### src/rtl/ex_stage.sv
// Execute stage: one-cycle ALU plus optional iterative shift-add MUL.
// Define EX_MUL_EN to build the multiplier; otherwise opcode 9 acts as undefined.
module ex_stage #(
  parameter int SIZE_DATA = 8
) (
  input  logic                 i_clk,
  input  logic                 i_reset,
  input  logic                 i_valid,
  input  logic [3:0]           i_alu_op,
  input  logic [SIZE_DATA-1:0] i_rs_value,
  input  logic [SIZE_DATA-1:0] i_rt_value,
  input  logic [SIZE_DATA-1:0] i_rd,
  output logic                 o_valid,
  output logic [SIZE_DATA-1:0] o_result,
  output logic [SIZE_DATA-1:0] o_rd,
  output logic                 o_zero,
  output logic                 o_stall
);

  localparam int SH = $clog2(SIZE_DATA);

  logic [SIZE_DATA-1:0] a;
  logic [SIZE_DATA-1:0] b;
  logic [SIZE_DATA-1:0] f;
  logic [SH-1:0]        shamt;

  assign a     = i_rs_value;
  assign b     = i_rt_value;
  assign shamt = b[SH-1:0];

  always_comb begin
    f = '0;
    unique case (1'b1)
      (i_alu_op == 4'd0): f = a + b;
      (i_alu_op == 4'd1): f = a - b;
      (i_alu_op == 4'd2): f = a & b;
      (i_alu_op == 4'd3): f = a | b;
      (i_alu_op == 4'd4): f = a ^ b;
      (i_alu_op == 4'd5): f = ~(a | b);
      (i_alu_op == 4'd6): f = SIZE_DATA'($signed(a) >>> shamt);
      (i_alu_op == 4'd7): f = a >> shamt;
      (i_alu_op == 4'd8):
        f = {{(SIZE_DATA-1){1'b0}}, ($signed(a) < $signed(b))};
      default: f = '0;
    endcase
  end

`ifdef EX_MUL_EN
  localparam int CW = $clog2(SIZE_DATA + 1);

  typedef enum logic {IDLE, MUL} state_t;

  state_t               state;
  logic [SIZE_DATA-1:0] mcand;
  logic [SIZE_DATA-1:0] mplier;
  logic [SIZE_DATA-1:0] acc;
  logic [SIZE_DATA-1:0] acc_nxt;
  logic [SIZE_DATA-1:0] mrd;
  logic [CW-1:0]        count;
  logic                 is_mul;
  logic                 last;

  assign is_mul  = (i_alu_op == 4'd9);
  assign last    = (count == CW'(1));
  assign acc_nxt = acc + (mplier[0] ? mcand : '0);

  // Release the stall on the final iteration so ID/EX loads on that edge
  assign o_stall = !i_reset &&
                   (((state == IDLE) && i_valid && is_mul) ||
                    ((state == MUL) && !last));

  always_ff @(posedge i_clk) begin
    if (i_reset) begin
      state    <= IDLE;
      o_valid  <= 1'b0;
      o_result <= '0;
      o_rd     <= '0;
      o_zero   <= 1'b0;
      mcand    <= '0;
      mplier   <= '0;
      acc      <= '0;
      mrd      <= '0;
      count    <= '0;
    end else begin
      unique case (state)
        IDLE: begin
          if (i_valid && is_mul) begin
            mcand   <= a;
            mplier  <= b;
            acc     <= '0;
            mrd     <= i_rd;
            count   <= CW'(SIZE_DATA);
            o_valid <= 1'b0;
            state   <= MUL;
          end else if (i_valid) begin
            o_result <= f;
            o_rd     <= i_rd;
            o_zero   <= (f == '0);
            o_valid  <= 1'b1;
          end else begin
            o_valid <= 1'b0;
          end
        end
        MUL: begin
          acc    <= acc_nxt;
          mcand  <= mcand << 1;
          mplier <= mplier >> 1;
          count  <= count - CW'(1);
          if (last) begin
            o_result <= acc_nxt;
            o_rd     <= mrd;
            o_zero   <= (acc_nxt == '0);
            o_valid  <= 1'b1;
            state    <= IDLE;
          end
        end
        default: state <= IDLE;
      endcase
    end
  end
`else
  assign o_stall = 1'b0;

  always_ff @(posedge i_clk) begin
    if (i_reset) begin
      o_valid  <= 1'b0;
      o_result <= '0;
      o_rd     <= '0;
      o_zero   <= 1'b0;
    end else if (i_valid) begin
      o_result <= f;
      o_rd     <= i_rd;
      o_zero   <= (f == '0);
      o_valid  <= 1'b1;
    end else begin
      o_valid <= 1'b0;
    end
  end
`endif

endmodule

### config.mk
export PLATFORM = sky130hd
export DESIGN_NAME = ex_stage
export DESIGN_NICKNAME = d
export VERILOG_FILES = /design/src/rtl/ex_stage.sv
export SDC_FILE = /design/constraint.sdc
export NUM_CORES = 1
export LEC_CHECK = 0
export ABC_CLOCK_PERIOD_IN_PS = 4200
export CAP_MARGIN = 15
export CORE_MARGIN = 1
export CORE_UTILIZATION = 30
export DETAILED_ROUTE_END_ITERATION = 6
export PLACE_DENSITY = 0.53
export REMOVE_ABC_BUFFERS = 1
export SYNTH_ARGS = -nofsm -noshare
export SYNTH_HDL_FRONTEND = slang
export SYNTH_SLANG_ARGS = --single-unit
export TNS_END_PERCENT = 5
### constraint.sdc
create_clock -name i_clk -period 4.2 [get_ports i_clk]
set_input_delay 1.05 -clock i_clk [delete_from_list [all_inputs] [get_ports i_clk]]
set_output_delay 1.05 -clock i_clk [all_outputs]
set_load 0.01 [all_outputs]
After elaboration in Yosys (flattened, before gate mapping)

Index checks and enable logic that the tools add are counted.

Bits in registers: 18
Bits in latches: 0
Memory bits (writable): 0
Memory bits (read-only): 0
Input bits: 31
Word-level logic and storage cells: 25
Memories kept: 0

Add/subtract/negate cells: 2
Multipliers: 0
Divide/modulo/power cells: 0
Magnitude comparators: 1
Equal/unequal tests: 8
Shift-type cells: 2
Mux-type cells: 2
Bitwise logic cells: 4
Reductions and logical operators: 2

Operator list:

| operator           | number |
|---|---|
| $pmux 8 s9         | 1 |
| $eq 4x3->1 const B | 4 |
| $add 8x8->8        | 1 |
| $and 8x8->8        | 1 |
| $eq 4x2->1 const B | 2 |
| $logic_not 8->1    | 1 |
| $lt 8x8->1         | 1 |
| $not 8->8          | 1 |
| $or 8x8->8         | 1 |
| $shr 8x3->8        | 1 |
| $sshr 8x3->8       | 1 |
| $sub 8x8->8        | 1 |
| $xor 8x8->8        | 1 |
| $eq 4x1->1 const B | 1 |
| $eq 4x4->1 const B | 1 |
| $logic_not 4->1    | 1 |
| $mux 1             | 1 |

Longest topological paths before layout

Gate-level depths: netlist of run 1.

Word-level depth: 4
Gate-level depth with buffers: 11
Mapped depth without buffers: 11

Least setup slack after synthesis of run 1

Ideal clock, no wire load.

Path type: input to register
Start: input i_rt_value[2]
End: register o_zero
Library setup time: 92 ps
Arrival: 3109 ps
Path slack: 998 ps
Stages: 11
Cell sequence: clkbuf_1 > inv_1 > ha_1 > buf_2 > and3_1 > a2111oi_0 > o22ai_1 > xnor2_1 > a21boi_1 > nand4_1 > o32ai_1

Cells in the longest elaborated chain, start to end: 4
Elaborated cells between the ends (all ways): 11
Classes of those cells: 2 x add/sub; 1 x order compare; 2 x shift; 1 x mux; 4 x bitwise; 1 x reduce/logical

Ends and longest elaborated chain:

| element                                             | line | RTL |
|---|---|---|
| start: declaration                                  | 11   | `input logic [SIZE_DATA-1:0] i_rt_value,` |
| branches (longest 2 deep; another with $sub 8x8->8) | -    |  |
| $pmux 8 s9 *                                        | 33   | `unique case (1'b1)` |
| $logic_not 8->1 *                                   | 133  | `o_zero <= (f == '0);` |
| end signal: assignment                              | 133  |  |
| end: declaration                                    | 16   | `output logic o_zero,` |

Every way passes the cells marked *.
A chain may end at the register's enable or synchronous reset.

Final worst setup path of run 1

Start: input i_rs_value[4]
End: register o_zero

Cells in the longest elaborated chain, start to end: 4
Elaborated cells between the ends (all ways): 11
Classes of those cells: 2 x add/sub; 1 x order compare; 2 x shift; 1 x mux; 4 x bitwise; 1 x reduce/logical

Ends and longest elaborated chain:

| element                                             | line | RTL |
|---|---|---|
| start: declaration                                  | 10   | `input logic [SIZE_DATA-1:0] i_rs_value,` |
| branches (longest 2 deep; another with $sub 8x8->8) | -    |  |
| $pmux 8 s9 *                                        | 33   |  |
| $logic_not 8->1 *                                   | 133  |  |

Marks and branches as above.

==> results_dict.tcl, run 1 <==
set metrics [dict create \
    status "complete, no violations" \
    path_class "in -> reg" \
    end_kind "flop" \
    r2r_start "o_result[1]" \
    min-delay-start "o_result[3]" \
    cts_tree "built" \
    ios 50 \
    fin_worst_skew_ns 0 \
    dp_hpwl_um 4860 \
    utilization 0.408 \
    clk_pin_slew_ns 0.07 \
    min_to "o_result[3]" \
    peakVddDrop_mv 0.132 \
    final.min_clock_period_ns 3.68 \
    power_uw 594 \
    dr_wl_met3_um 317 \
    relSlewSlack 0.336 \
    gr-total-overflow 0 \
    finalHoldViolations 0 \
    whs_path_depth 2 \
    antenna_cells 0 \
    fp-row-count 30 \
    synthCells 271 \
    dieHeight_um 86.4 \
    ys_ff_latch 18 \
    slew_viol_final 0 \
    ys_types 62 \
    fin_tns_setup_ns 0 \
    fin_nets 375 \
    cts_setup_buffers 0 \
    p_sw_uw 201 \
    final_cell_area_um2 2790 \
    final.period_utilization 0.877 \
    firstDrtPassIters 4 \
    yosys_most_used_dff "dfxtp_1" \
    die-width_um 86.4 \
    setup-violations-final 0 \
    syn_to_final_growth_pct 30.5 \
    drive_gt1_frac 0.0883 \
    p_per_area_nw_per_um2 213 \
    drc_errors 0 \
    dpl-instance-area_um2 2740 \
    cp_max_fo 11 \
    internal-power_uw 393 \
    grtUsageTotal 0.173 \
    rsz0062_at_grt "no" \
    post_drt_wl_per_cell_um 15.0 \
    p_leak_uw 0.00116 \
    required_ns 4.36 \
    gp_congestion 0.842 \
    grt_pass1_vias 2010 \
    core_area_um2 6830 \
    viasPerCell 5.12 \
    reg2reg_depth 2 \
    drt_iter0_markers 126 \
    clock_latency_ns 0.25 \
    cts_num_sinks 18 \
    cts_buffer_depth 2 \
    hp-class "reg -> reg" \
    cts-resized-gates 0 \
    synthArstFlopShare 0 \
    wl_met2_um 2860 \
    antenna_found_initial 0 \
    seq_area_frac_synth 0.169 \
    hold_buffers 0 \
    seq_power_share 0.315 \
    die_area_um2 7470 \
    grt_max_degree 26 \
    dr_total_vias 2113 \
    ff2ff_setup_slack_ns 3.52 \
    crit_arrival_ns 3.84 \
    highest_layer "met4" \
    initial_core_util 0.313 \
    max_freq_mhz 272 \
    grt_pass1_wl_um 10100 \
    synth_edf_count 0 \
    root_buffer "clkbuf_8" \
    start_kind "primary input" \
    drt-met1-wl_um 2980 \
    numCtsBuffers 3 \
    yosys_warnings 0 \
    drv_cap 0 \
    htreeDepth 1 \
    synth.cell_area_um2 2140 \
    p_comb_frac 0.447 \
    rr_endpoint "o_result[1]" \
    worst_pin_slew_ns 0.994 \
    clock_power_share 0.238 \
    syn_avg_cell_area_um2 7.89 \
    drt-total-wl_um 6200 \
    io_buffers 48 \
    swShare 0.339 \
    ant_nets 0 \
]
==> power by group through the flow <==
stage               registers (uW)  clock network, uW  logic, uW
floorplan                      196                  0        134
global placement               191                  0        266
detailed placement             191                  0        264
CTS                            187                146        266
global route                   189                153        293
finish                         187                141        265
==> metrics by stage <==
step	hold slack (ns)	setup WS [ns]	instances
global placement	0.477	0.297	409
CTS	0.490	0.533	413
detailed placement	0.480	0.270	409
finish	0.485	0.517	413
global route	0.503	0.316	413
floorplan	0.499	1.15	252
==> how the worst max path moves through the flow <==
stage               depth (start not counted)     end          start
floorplan                                  11  o_zero  i_rs_value[0]
global placement                           10  o_zero  i_rs_value[4]
detailed placement                         10  o_zero  i_rs_value[4]
CTS                                        10  o_zero  i_rs_value[4]
global route                               10  o_zero  i_rs_value[4]
finish                                     10  o_zero  i_rs_value[4]
==> layout by cell type (no fill, tap or decap), types with 3 or more instances in the layout <==
| cell type | netlist | routed |
|---|---|---|
| a211oi_1 | 14 | 14 |
| a21oi_1 | 16 | 16 |
| a221oi_1 | 4 | 4 |
| a31oi_1 | 5 | 5 |
| buf_4 | 3 | 13 |
| clkbuf_8 | 0 | 4 |
| clkdlybuf4s50_1 | 0 | 48 |
| dfxtp_1 | 18 | 18 |
| ha_1 | 24 | 24 |
| inv_1 | 19 | 19 |
| mux2i_1 | 14 | 14 |
| mux4_2 | 3 | 3 |
| nand2_1 | 14 | 14 |
| nand2b_1 | 3 | 3 |
| nor2_1 | 29 | 29 |
| nor2b_1 | 7 | 7 |
| nor3_1 | 7 | 7 |
| nor3b_1 | 4 | 4 |
| o211ai_1 | 4 | 4 |
| o21ai_0 | 9 | 9 |
| o21ai_1 | 3 | 3 |
| o21bai_1 | 3 | 3 |
| or3_1 | 4 | 4 |
| xnor2_1 | 3 | 3 |
==> layout make-up <==
class / instances / area, um2
Inverter: 21 / 78.8
Clock buffer: 4 / 55.1
Multi-Input combinational cell: 213 / 1600
Timing Repair Buffer: 61 / 578
Tap cell: 96 / 120
Sequential cell: 18 / 360
Fill cell: 742 / 4040
==> routing by layer <==
metal,GRT usage,vias to the layer above
met5,0,-
met4,0.0318,0
met3,0.0181,4
met2,0.286,58
met1,0.245,981
li1,-,1070
==> cell usage after synthesis, types with 5 or more instances <==
cell type / count / area share
mux2i_1: 14 / 0.066
o21ai_0: 9 / 0.021
ha_1: 24 / 0.14
nor2_1: 29 / 0.051
a21oi_1: 16 / 0.037
inv_1: 19 / 0.033
nor3_1: 7 / 0.016
dfxtp_1: 18 / 0.17
buf_2: 9 / 0.021
nor2b_1: 7 / 0.020
a31oi_1: 5 / 0.015
a211oi_1: 14 / 0.049
nand2_1: 14 / 0.025
==> sequential cells by signal (all words and copies together) (netlist names) <==
register  count
o_zero        1
o_result      8
o_valid       1
o_rd          8
==> critical path: stages <==
cell and delay, ns:
clkdlybuf4s50_1 0.59, inv_1 0.07, ha_1 0.47, and2b_1 0.22, a221o_1 0.31, o221a_1 0.24
a221oi_2 0.27, xor2_1 0.14, a21o_1 0.21, o32ai_1 0.28
==> logic make-up (layout without fill, tap and decap cells) <==
group / Yosys count / in the layout / share of synthesized area
buffers and inverters: 40 / 86 / 0.0843
xor gates and xnor gates: 5 / 5 / 0.0205
AOI/OAI and AO/OA: 80 / 80 / 0.260
other: 1 / 1 / 0.00175
and+or+nand+nor: 81 / 81 / 0.193
adders and majority gates: 26 / 26 / 0.159
muxes: 20 / 20 / 0.113
DFF: 18 / 18 / 0.169
Power figures use the tool's default switching activity.
==> run 2, diff against run 1 <==
--- a/config.mk
+++ b/config.mk
@@ -7,7 +7,7 @@
 export LEC_CHECK = 0
 export ABC_CLOCK_PERIOD_IN_PS = 4200
 export CAP_MARGIN = 15
-export CORE_MARGIN = 1
+export CORE_MARGIN = 2
 export CORE_UTILIZATION = 30
 export DETAILED_ROUTE_END_ITERATION = 6
 export PLACE_DENSITY = 0.53
==> run 2 against run 1 <==
- die area up 4.7%
- critical path type unchanged
- critical path depth up 1
- register-to-register slack about the same
- final cell count unchanged
- via count up 0.19%
- largest power group unchanged
- highest routed layer unchanged
==> results_dict.tcl, run 2 (synthesis gave the netlist of run 1 again) <==
set metrics [dict create \
    seq_power_share 0.325 \
    start_kind "primary input" \
    antenna_cells 0 \
    drive_gt1_frac 0.0883 \
    fin_tns_setup_ns 0 \
    gr-total-overflow 0 \
    finalHoldViolations 0 \
    p_per_area_nw_per_um2 207 \
    root_buffer "clkbuf_8" \
    grtUsageTotal 0.169 \
    cts_buffer_depth 2 \
    fin_worst_skew_ns 0 \
    slew_viol_final 0 \
    final.period_utilization 0.869 \
    drc_errors 0 \
    gp_congestion 0.868 \
    htreeDepth 1 \
    drt-total-wl_um 6370 \
    clock_latency_ns 0.25 \
    fin_nets 376 \
    highest_layer "met4" \
    path_class "in -> reg" \
    cts_setup_buffers 0 \
    cts_num_sinks 18 \
    final.min_clock_period_ns 3.65 \
    drv_cap 0 \
    post_drt_wl_per_cell_um 15.4 \
    firstDrtPassIters 4 \
    ios 50 \
    hold_buffers 0 \
    wl_met2_um 2850 \
    peakVddDrop_mv 0.0849 \
    rsz0062_at_grt "no" \
    grt_pass1_vias 1991 \
    grt_max_degree 38 \
    antenna_found_initial 0 \
    numCtsBuffers 3 \
    core_area_um2 6830 \
    status "complete, no violations" \
    largest_registers "o_rd (8), o_result (8)" \
    required_ns 4.36 \
    p_comb_frac 0.464 \
    dp_hpwl_um 4930 \
    die-width_um 88.4 \
    internal-power_uw 374 \
    fp-row-count 30 \
    crit_arrival_ns 3.81 \
    dr_wl_met3_um 211 \
    initial_core_util 0.313 \
    max_freq_mhz 274 \
    syn_to_final_growth_pct 30.2 \
    cts_tree "built" \
    dp.cells 410 \
    finalHoldWorstSlack_ns 0.487 \
    worst_pin_slew_ns 0.699 \
    clock_power_share 0.210 \
    p_leak_uw 0.00116 \
    final_common_cell "clkdlybuf4s50_1" \
    p_sw_uw 202 \
    dieHeight_um 88.4 \
    hp-class "reg -> reg" \
    drt-met1-wl_um 3230 \
    relSlewSlack 0.532 \
    swShare 0.351 \
    clk_pin_slew_ns 0.06 \
    end_kind "flop" \
    viasPerCell 5.13 \
    cts-resized-gates 0 \
    drt_iter0_markers 116 \
    die_area_um2 7820 \
    setup-violations-final 0 \
    final_cell_mix "clkdlybuf4s50_1, nor2_1, ha_1" \
    grt_pass1_wl_um 10500 \
    io_buffers 48 \
    ant_nets 0 \
    finalNonFillerCells 413 \
    dr_total_vias 2117 \
    cp_max_fo 8 \
]
-- run 2: per-stage QoR --
step	power [uW]	setup slack, ns	utilization	instance area [um2]
2_1_floorplan	330	1.15	-	2040
3_3_place_gp	457	0.343	0.401	2740
3_5_place_dp	456	0.279	0.401	2740
4_1_cts	582	0.572	0.408	2780
5_1_grt	620	0.416	0.408	2780
6_report	576	0.549	0.408	2780
-- run 2: layout make-up --
type                       instances  area, um2
multi-input combinational        213       1600
inverter                          21       78.8
clock buffer                       3       41.3
timing repair buffer              62        586
tap                               96        120
sequential                        18        360
fill                             732       4050
-- run 2: worst paths after layout --
path,start,endpoint,slack [ns],cells after the start
max,i_rs_value[4],o_zero,0.55,11
min reg2reg,o_result[3],o_result[3],0.49,2
min,o_result[3],o_result[3],0.49,2
max reg2reg,o_result[4],o_result[4],3.51,2
-- run 2: routing by layer --
layer / track usage / vias to the layer above
met4: 0.0331 / 0
li1: - / 1077
met1: 0.258 / 980
met2: 0.254 / 51
met3: 0.0224 / 9
met5: 0 / -
-- run 2: worst max-delay path, stage by stage --
cell and delay, ns:
clkdlybuf4s50_1 0.61, inv_1 0.07, ha_1 0.32, buf_4 0.17, and2b_1 0.18, a221o_1 0.29, o221a_1 0.23, a221oi_2 0.28
xor2_1 0.15, a21o_1 0.21, o32ai_1 0.26
-- run 2: power by group through the flow --
stage	sequential (uW)	clock, uW	combinational [uW]
3_5_place_dp	191	0	265
3_3_place_gp	191	0	266
4_1_cts	188	128	266
2_1_floorplan	196	0	134
6_report	187	121	267
5_1_grt	189	136	295
==> run 3, diff against run 2 <==
--- a/config.mk
+++ b/config.mk
@@ -12,6 +12,7 @@
 export DETAILED_ROUTE_END_ITERATION = 6
 export PLACE_DENSITY = 0.53
 export REMOVE_ABC_BUFFERS = 1
+export SKIP_LAST_GASP = 1
 export SYNTH_ARGS = -nofsm -noshare
 export SYNTH_HDL_FRONTEND = slang
 export SYNTH_SLANG_ARGS = --single-unit
==> results of run 3 <==
Final layout, timing and power as in run 2 (identical DEF).
